## src/rtl/instruction_fetch_unit.sv

```systemverilog
// MIPS fetch stage: PC register, IF/ID pipeline register, redirect/stall handling and RUN/HALTED FSM.
// Optional FETCH_ALIGN_CHECK_EN adds fetchMisaligned and refuses misaligned redirect targets.
module instruction_fetch_unit #(
    parameter logic [31:0] RESET_PC = 32'h0000_0000,
    parameter logic [31:0] PC_LIMIT = 32'd512,
    parameter logic [31:0] NOP_WORD = 32'h0000_0000
) (
    input  logic        clock,
    input  logic        reset,
    input  logic        stall,
    input  logic        redirect,
    input  logic [31:0] redirectTarget,
    output logic [31:0] instructionAddress,
    input  logic [31:0] instructionIn,
    output logic [31:0] ifIdInstruction,
    output logic [31:0] ifIdPcPlus4,
    output logic        ifIdValid,
    output logic        fetchHalted
`ifdef FETCH_ALIGN_CHECK_EN
    ,
    output logic        fetchMisaligned
`endif
);

    typedef enum logic {RUN, HALTED} state_e;

    state_e      state_q, state_d;
    logic [31:0] pc_q, pc_d;
    logic [31:0] instr_p1_q, instr_p1_d;
    logic [31:0] pcp4_p1_q, pcp4_p1_d;
    logic        vld_p1_q, vld_p1_d;
    logic [31:0] pc_plus4;

`ifdef FETCH_ALIGN_CHECK_EN
    logic        misaligned_q, misaligned_d;

    if (RESET_PC[1:0] != 2'b00) begin : g_reset_pc_misaligned
        $error("instruction_fetch_unit: RESET_PC must be word aligned");
    end
`endif

    assign pc_plus4 = pc_q + 32'd4;

    always_comb begin
        state_d    = state_q;
        pc_d       = pc_q;
        instr_p1_d = instr_p1_q;
        pcp4_p1_d  = pcp4_p1_q;
        vld_p1_d   = vld_p1_q;
`ifdef FETCH_ALIGN_CHECK_EN
        misaligned_d = misaligned_q;
`endif
        if (redirect) begin
            // Any redirect flushes IF/ID; the fetched word belongs to the wrong path.
            instr_p1_d = NOP_WORD;
            vld_p1_d   = 1'b0;
`ifdef FETCH_ALIGN_CHECK_EN
            if (redirectTarget[1:0] != 2'b00) begin
                state_d      = HALTED;
                misaligned_d = 1'b1;
            end else begin
                pc_d    = redirectTarget;
                state_d = (redirectTarget < PC_LIMIT) ? RUN : HALTED;
            end
`else
            pc_d    = redirectTarget;
            state_d = (redirectTarget < PC_LIMIT) ? RUN : HALTED;
`endif
        end else begin
            unique case (state_q)
                RUN: begin
                    if (!stall) begin
                        instr_p1_d = instructionIn;
                        pcp4_p1_d  = pc_plus4;
                        vld_p1_d   = 1'b1;
                        pc_d       = pc_plus4;
                        // The last in-range word is still delivered before halting.
                        if (pc_plus4 >= PC_LIMIT) begin
                            state_d = HALTED;
                        end
                    end
                end
                HALTED: begin
                    instr_p1_d = NOP_WORD;
                    vld_p1_d   = 1'b0;
                end
                default: state_d = RUN;
            endcase
        end
    end

    // Stage boundary: PC (p0) -> IF/ID register (p1)
    always_ff @(posedge clock) begin
        if (reset) begin
            state_q    <= RUN;
            pc_q       <= RESET_PC;
            instr_p1_q <= NOP_WORD;
            pcp4_p1_q  <= 32'd0;
            vld_p1_q   <= 1'b0;
`ifdef FETCH_ALIGN_CHECK_EN
            misaligned_q <= 1'b0;
`endif
        end else begin
            state_q    <= state_d;
            pc_q       <= pc_d;
            instr_p1_q <= instr_p1_d;
            pcp4_p1_q  <= pcp4_p1_d;
            vld_p1_q   <= vld_p1_d;
`ifdef FETCH_ALIGN_CHECK_EN
            misaligned_q <= misaligned_d;
`endif
        end
    end

    assign instructionAddress = pc_q;
    assign ifIdInstruction    = instr_p1_q;
    assign ifIdPcPlus4        = pcp4_p1_q;
    assign ifIdValid          = vld_p1_q;
    assign fetchHalted        = (state_q == HALTED);
`ifdef FETCH_ALIGN_CHECK_EN
    assign fetchMisaligned    = misaligned_q;
`endif

endmodule

```

## config.mk

```make
export PLATFORM = sky130hd
export DESIGN_NAME = instruction_fetch_unit
export DESIGN_NICKNAME = d
export VERILOG_FILES = /design/src/rtl/instruction_fetch_unit.sv
export SDC_FILE = /design/constraint.sdc
export NUM_CORES = 1
export LEC_CHECK = 0
export CAP_MARGIN = 20
export CELL_PAD_IN_SITES_DETAIL_PLACEMENT = 1
export CELL_PAD_IN_SITES_GLOBAL_PLACEMENT = 2
export CORE_ASPECT_RATIO = 1.25
export CORE_MARGIN = 10
export CORE_UTILIZATION = 24
export CTS_BUF_LIST = sky130_fd_sc_hd__clkbuf_2 sky130_fd_sc_hd__clkbuf_4 sky130_fd_sc_hd__clkbuf_8
export DETAILED_ROUTE_END_ITERATION = 7
export MAX_ROUTING_LAYER = met4
export PLACE_DENSITY_LB_ADDON = 0.15
export SETUP_SLACK_MARGIN = 0.05
export SLEW_MARGIN = 40
export SYNTH_ARGS = -nofsm -noshare
export SYNTH_HDL_FRONTEND = slang
export SYNTH_SLANG_ARGS = --single-unit
```

## constraint.sdc

```tcl
create_clock -name clock -period 2.2 [get_ports clock]
set_input_delay 0.44 -clock clock [delete_from_list [all_inputs] [get_ports clock]]
set_output_delay 0.44 -clock clock [all_outputs]
set_load 0.1 [all_outputs]
```

==> results of run 1 <==
per-stage QoR:
stage / area [sq um] / hold slack (ns) / instances / worst slack (ns)
detailed placement: 6710 / 0.448 / 967 / 0.0572
finish: 7010 / 0.415 / 986 / 0.162
floorplan: 4900 / 0.484 / 546 / 0.0476
global placement: 6710 / 0.435 / 967 / 0.0302
global route: 7010 / 0.413 / 986 / 0.0112
CTS: 6960 / 0.390 / 983 / 0.0441
cells in the mapped netlist (all sizes together):
cell type    n  area, sq um
a211oi      50          375
a21o         1         7.51
a21oi       12         60.1
a311oi       3         26.3
a31o         1         8.76
a31oi        3         18.8
and2         3         20.0
and3         3         20.0
and3b        1         8.76
and4         3         27.5
buf         14         72.6
clkbuf      36          135
clkinv       1         3.75
dfxtp       98         1960
ha           1         12.5
inv          4         15.0
mux2i       42          420
nand2       19         71.3
nand3       23          115
nand4       16          143
nor2       116          435
nor3        10         82.6
nor4        10         77.6
nor4b        2         17.5
o21ai        6         30.0
o221ai       1         8.76
or2          1         6.26
or3          6         37.5
or4          1         11.3
or4b         1         10.0
xnor2       27          236
xor2        31          272
kinds of logic (layout without fill, tap and decap cells):
group	after synthesis	after routing	synth area share, %
compound gates	77	77	11.3
simple gates	215	215	22.8
fa+ha+maj	1	1	0.263
mux	42	42	8.85
xor+xnor	58	58	10.7
other cells	0	1	0
buf+inv	55	229	4.77
flops	98	98	41.3
area by class of cell:
class | count | area, sq um | share of cell area (%)
Clock inverter | 5 | 110 | 1.57
Timing Repair Buffer | 208 | 1740 | 24.8
Multi-Input combinational cell | 393 | 2610 | 37.2
Sequential cell | 98 | 2060 | 29.3
Antenna cell | 1 | 2.50 | 0.0357
Inverter | 5 | 18.8 | 0.268
Clock buffer | 11 | 145 | 2.07
Tap cell | 265 | 332 | 4.73
power by group through the flow:
stage / clock network (mW) / registers, mW / logic (mW)
2_1_floorplan: 0 / 2.56 / 0.359
3_5_place_dp: 0 / 2.00 / 1.31
5_1_grt: 1.66 / 1.98 / 1.38
3_3_place_gp: 0 / 2.00 / 1.31
4_1_cts: 1.60 / 1.97 / 1.32
6_report: 1.51 / 1.96 / 1.31
worst max-delay path, delay by kind of cell (launching register included):
family	cells	cell delay, ns
flip-flops	1	0.40
buffers and inverters	3	0.58
XOR/XNOR	1	0.09
AND/OR/NAND/NOR	4	0.66
AO/OA/AOI/OAI	1	0.23
worst max path at each step:
| stage | endpoint | slack, ns |
|---|---|---|
| global route | fetchHalted | 0.01 |
| finish | instructionAddress[23] | 0.16 |
| global placement | instructionAddress[23] | 0.03 |
| floorplan | fetchHalted | 0.05 |
| detailed placement | instructionAddress[23] | 0.06 |
| CTS | fetchHalted | 0.04 |
metal layers:
layer,vias to the layer above,track usage (%)
met1,2218,15.6
met4,0,4.94
li1,2236,-
met3,15,4.89
met2,127,25.1
met5,-,-
registers in the layout, indices dropped and copies added, names as in the netlist:
register / cells
ifIdPcPlus4: 32
instructionAddress: 32
ifIdInstruction: 32
fetchHalted: 1
ifIdValid: 1
what timing repair did:
action                     4_1_cts  5_1_grt
pin swaps                        0        0
setup buffers                    0        2
setup endpoints to repair        1       10
resized for setup                0        6
==> out/results.txt, run 1 <==
status - completed
post-synthesis sequential area ratio - 41.3%
Clock Skew - 0.0150 ns
routability cong. - 0.880
CP Capture Type - flop
Final Routed Wirelength - 18,600 microns
Sw Share - 36.3%
post-layout power - 4.78 mW
Synth cell types - 42
DRT iter0 DRCs - 135
core region area - 19,500 sq um
cts hold-fix bufs - 0
Final Cycle Share - 92.7%
chip height - 177 microns
WL met3 - 1310 microns
number of global-route vias before repair - 5,135
clock slew at reported path FFs - 0.10 ns
final hold vios - 0
R2R setup slack - 0.16 ns
worst setup path class - reg -> reg
register bit total from synthesis - 98
IO Port Bufs - 165
Comb pwr share - 27.3%
Clock Power Share - 31.6%
initial core utilization - 24.4%
Ports - 166
DR WL met2 - 9320 microns
Fmax achieved - 491 MHz
Top Layer Used - met4
PD cells - 682 nW/um^2
Max Slew Vio Count - 0
most common cell after layout, fill and taps aside - buf_4
gr ovfl total - 0
H-Tree Depth - 3
HP Start - reset
clk root buf - clkbuf_8
Slowest-stage cell, CP - dfxtp_4
die area - 25,800 sq um
CTS tree - done
Yosys warnings - 0
setup TNS - 0 ns
die width - 146 microns
initial antenna violation count - 1
worst path cell trace - nand4_2, buf_4, nor3_4, buf_4, nand3_1, buf_4, nor2_1, xnor2_1, a211oi_1
most frequent cells in the layout - 139 x buf_4, 115 x nor2_1, 70 x dfxtp_1, 65 x clkdlybuf4s50_1, 50 x a211oi_1
WP data arrival - 2.33 ns
Syn Std Cell Area - 4750 sq um
DR pass1 iterations - 4
most used cell, CP - buf_4
critical path launch point - instructionAddress[8]
Fill cells - 2,287
P_leak - 2.76 nW
worst-path maximum fanout - 6
Syn Inst Count - 546
row cnt - 57
CTS sink cnt - 98
P&R area growth vs syn - 47.6%
final setup violation count - 0
largest net degree at the start of global routing - 34
first-pass GRT wire length - 29,200 microns
Final Net Count - 784
clk buf depth - 2
Worst-Skew Late Latency - 0.38 ns
DR vias/cell - 4.66
average size of a mapped cell - 8.70 sq um
Max Cap Viol - 0
worst-margin pin slew - 0.711 ns
Reg2Reg Capture Point - instructionAddress[23]
Rel. slew slack - 52.4%
P_int - 3.05 mW
Layout Utilization - 36.0%
post-layout min period - 2.04 ns
worst hold path stage count - 2
Net Switching - 1.73 mW
total global routing track utilization - 14.6%
Routed Antenna Nets - 0
RR Startpoint - instructionAddress[8]
# DRC - 0
dpl hpwl - 14,600 microns
Met1 Routed Length - 7640 microns
critical path required time - 2.49 ns
RSZ-0062 raised after global routing - true
Hold Path End - instructionAddress[4]
share of layout cells above drive strength 1 - 29.0%
r2r worst-path depth - 9
TritonCTS buffer count - 9
syn nets - 615
wire length per cell - 18.8 microns
peak supply drop - 278 uV
CP peak stage delay - 0.40 ns
startpoint types - flop
Flop pwr share - 41.0%
total number of vias - 4,596
class of the worst hold path - in -> reg
(Power assumes the default switching activity.)
==> run 2, diff against run 1 <==
CORE_MARGIN = 2   (was 10)
==> run 2 against run 1 <==
Core utilization up 0.42 points; sequential power about the same; register-to-register slack barely moved; combinational power hardly changed; total power shrank 2.7%; die area is 19% lower; via count fell by 0.61%; clock-buffer cell count is 2 lower; non-clock buffer count is 5 higher; critical path depth down 1; largest cell class unchanged; highest routed layer unchanged.
==> out/results.txt, run 2 (synthesized netlist as in run 1, its figures left out) <==
initial antenna violation count - 0 (was 1)
share of layout cells above drive strength 1 - 30.5% (was 29.0%)
clk root buf - clkbuf_8 (unchanged)
chip height - 161 microns (was 177 microns)
PD cells - 658 nW/um^2 (was 682 nW/um^2)
clk buf depth - 2 (unchanged)
IO Port Bufs - 165 (unchanged)
Final Net Count - 789 (was 784)
Design Area, Final - 7060 sq um (was 7010 sq um)
final non-filler cell total - 990 (was 986)
Ports - 166 (unchanged)
Final Routed Wirelength - 17,000 microns (was 18,600 microns)
n_diodes - 0 (was 1)
placed cell count - 967 (unchanged)
clock slew at reported path FFs - 0.10 ns (about the same)
H-Tree Depth - 3 (unchanged)
CP Capture Type - flop (unchanged)
DRT iter0 DRCs - 150 (was 135)
core region area - 19,400 sq um (was 19,500 sq um)
Clock Skew - 0.0115 ns (was 0.0150 ns)
DR vias/cell - 4.61 (was 4.66)
die area - 20,900 sq um (was 25,800 sq um)
final setup violation count - 0 (unchanged)
startpoint types - flop (unchanged)
Worst-Skew Late Latency - 0.39 ns (was 0.38 ns)
P_leak - 2.80 nW (was 2.76 nW)
post-layout min period - 2.02 ns (was 2.04 ns)
wire length per cell - 17.2 microns (was 18.8 microns)
Fill cells - 2,281 (was 2,287)
RSZ-0062 raised after global routing - true (unchanged)
Routed Antenna Nets - 0 (unchanged)
Max Cap Viol - 0 (unchanged)
worst-path maximum fanout - 6 (unchanged)
row cnt - 57 (unchanged)
initial core utilization - 24.5% (was 24.4%)
final hold vios - 0 (unchanged)
peak supply drop - 234 uV (was 278 uV)
dpl hpwl - 13,000 microns (was 14,600 microns)
WP data arrival - 2.32 ns (was 2.33 ns)
Final Cycle Share - 92.0% (was 92.7%)
number of global-route vias before repair - 4,964 (was 5,135)
most frequent cells in the layout - 143 x buf_4, 115 x nor2_1, 70 x dfxtp_1, 65 x clkdlybuf4s50_1, 49 x a211oi_1 (was 139 x buf_4, 115 x nor2_1, 70 x dfxtp_1, 65 x clkdlybuf4s50_1, 50 x a211oi_1)
gr ovfl total - 0 (unchanged)
largest net degree at the start of global routing - 44 (was 34)
Rel. slew slack - 62.3% (was 52.4%)
P&R area growth vs syn - 48.8% (was 47.6%)
routability cong. - 0.771 (was 0.880)
Max Slew Vio Count - 0 (unchanged)
CTS tree - done (unchanged)
total global routing track utilization - 17.2% (was 14.6%)
worst-margin pin slew - 0.566 ns (was 0.711 ns)
TritonCTS buffer count - 9 (unchanged)
die width - 130 microns (was 146 microns)
Fmax achieved - 494 MHz (was 491 MHz)
critical path required time - 2.49 ns (about the same)
DR pass1 iterations - 4 (unchanged)
# DRC - 0 (unchanged)
first-pass GRT wire length - 27,200 microns (was 29,200 microns)
status - completed (unchanged)
placed cell areas - 6710 sq um (unchanged)
CTS sink cnt - 98 (unchanged)
Layout Utilization - 36.4% (was 36.0%)
worst setup path class - reg -> reg (unchanged)
most common cell after layout, fill and taps aside - buf_4 (unchanged)
total number of vias - 4,568 (was 4,596)
class of the worst hold path - reg -> reg (was in -> reg)
## run 2: final timing paths
| check | endpoint | startpoint | cells past startpoint | slack [ns] |
|---|---|---|---|---|
| setup / recovery | instructionAddress[26] | instructionAddress[2] | 8 | 0.18 |
| hold / removal | ifIdValid | ifIdValid | 2 | 0.46 |
| setup reg to reg | instructionAddress[26] | instructionAddress[2] | 8 | 0.18 |
| hold reg to reg | ifIdValid | ifIdValid | 2 | 0.46 |
## run 2: report_power, final
| group | internal (mW) | switching, mW |
|---|---|---|
| clock network | 0.653 | 0.714 |
| registers | 1.85 | 0.0962 |
| logic | 0.398 | 0.936 |
## run 2: critical path, cell delays in order, from the launching register on
cell and delay [ns]:
dfxtp_4 0.38, ha_4 0.12, nand4_1 0.11, buf_6 0.15, buf_6 0.12, nor4_4 0.21, nand4_2 0.20, or3_1 0.36
a311oi_2 0.26
## run 2: per-stage QoR
stage / power [mW] / worst slack, ns / TNS, ns / hold slack [ns]
2_1_floorplan: 2.92 / 0.0476 / 0 / 0.484
3_3_place_gp: 3.31 / 0.0159 / 0 / 0.435
3_5_place_dp: 3.32 / -0.00941 / -0.00941 / 0.442
4_1_cts: 4.72 / 0.0552 / 0 / 0.462
5_1_grt: 4.89 / -0.00301 / -0.00301 / 0.488
6_report: 4.65 / 0.176 / 0 / 0.458
## run 2: cell type report
type	count	area [sq um]	share of cell area (%)
Tap cell	265	332	4.69
Sequential cell	98	2060	29.1
Inverter	5	18.8	0.266
Multi-Input combinational cell	393	2660	37.6
Timing Repair Buffer	213	1780	25.2
Clock buffer	9	124	1.75
Clock inverter	7	97.6	1.38
## run 2: repair_timing
action                     4_1_cts  5_1_grt
pin swaps                        4        4
buffers inserted                 5        2
hold buffers                     0        0
setup endpoints to repair        1        8
gates resized for setup          3       13
## run 2: metal layers
metal	track usage [%]	part of all wire [%]	up-vias
met3	3.64	4.8	14
li1	-	-	2243
met1	20.6	44	2193
met5	-	0	-
met4	4.55	1.3	0
met2	29.1	50	118
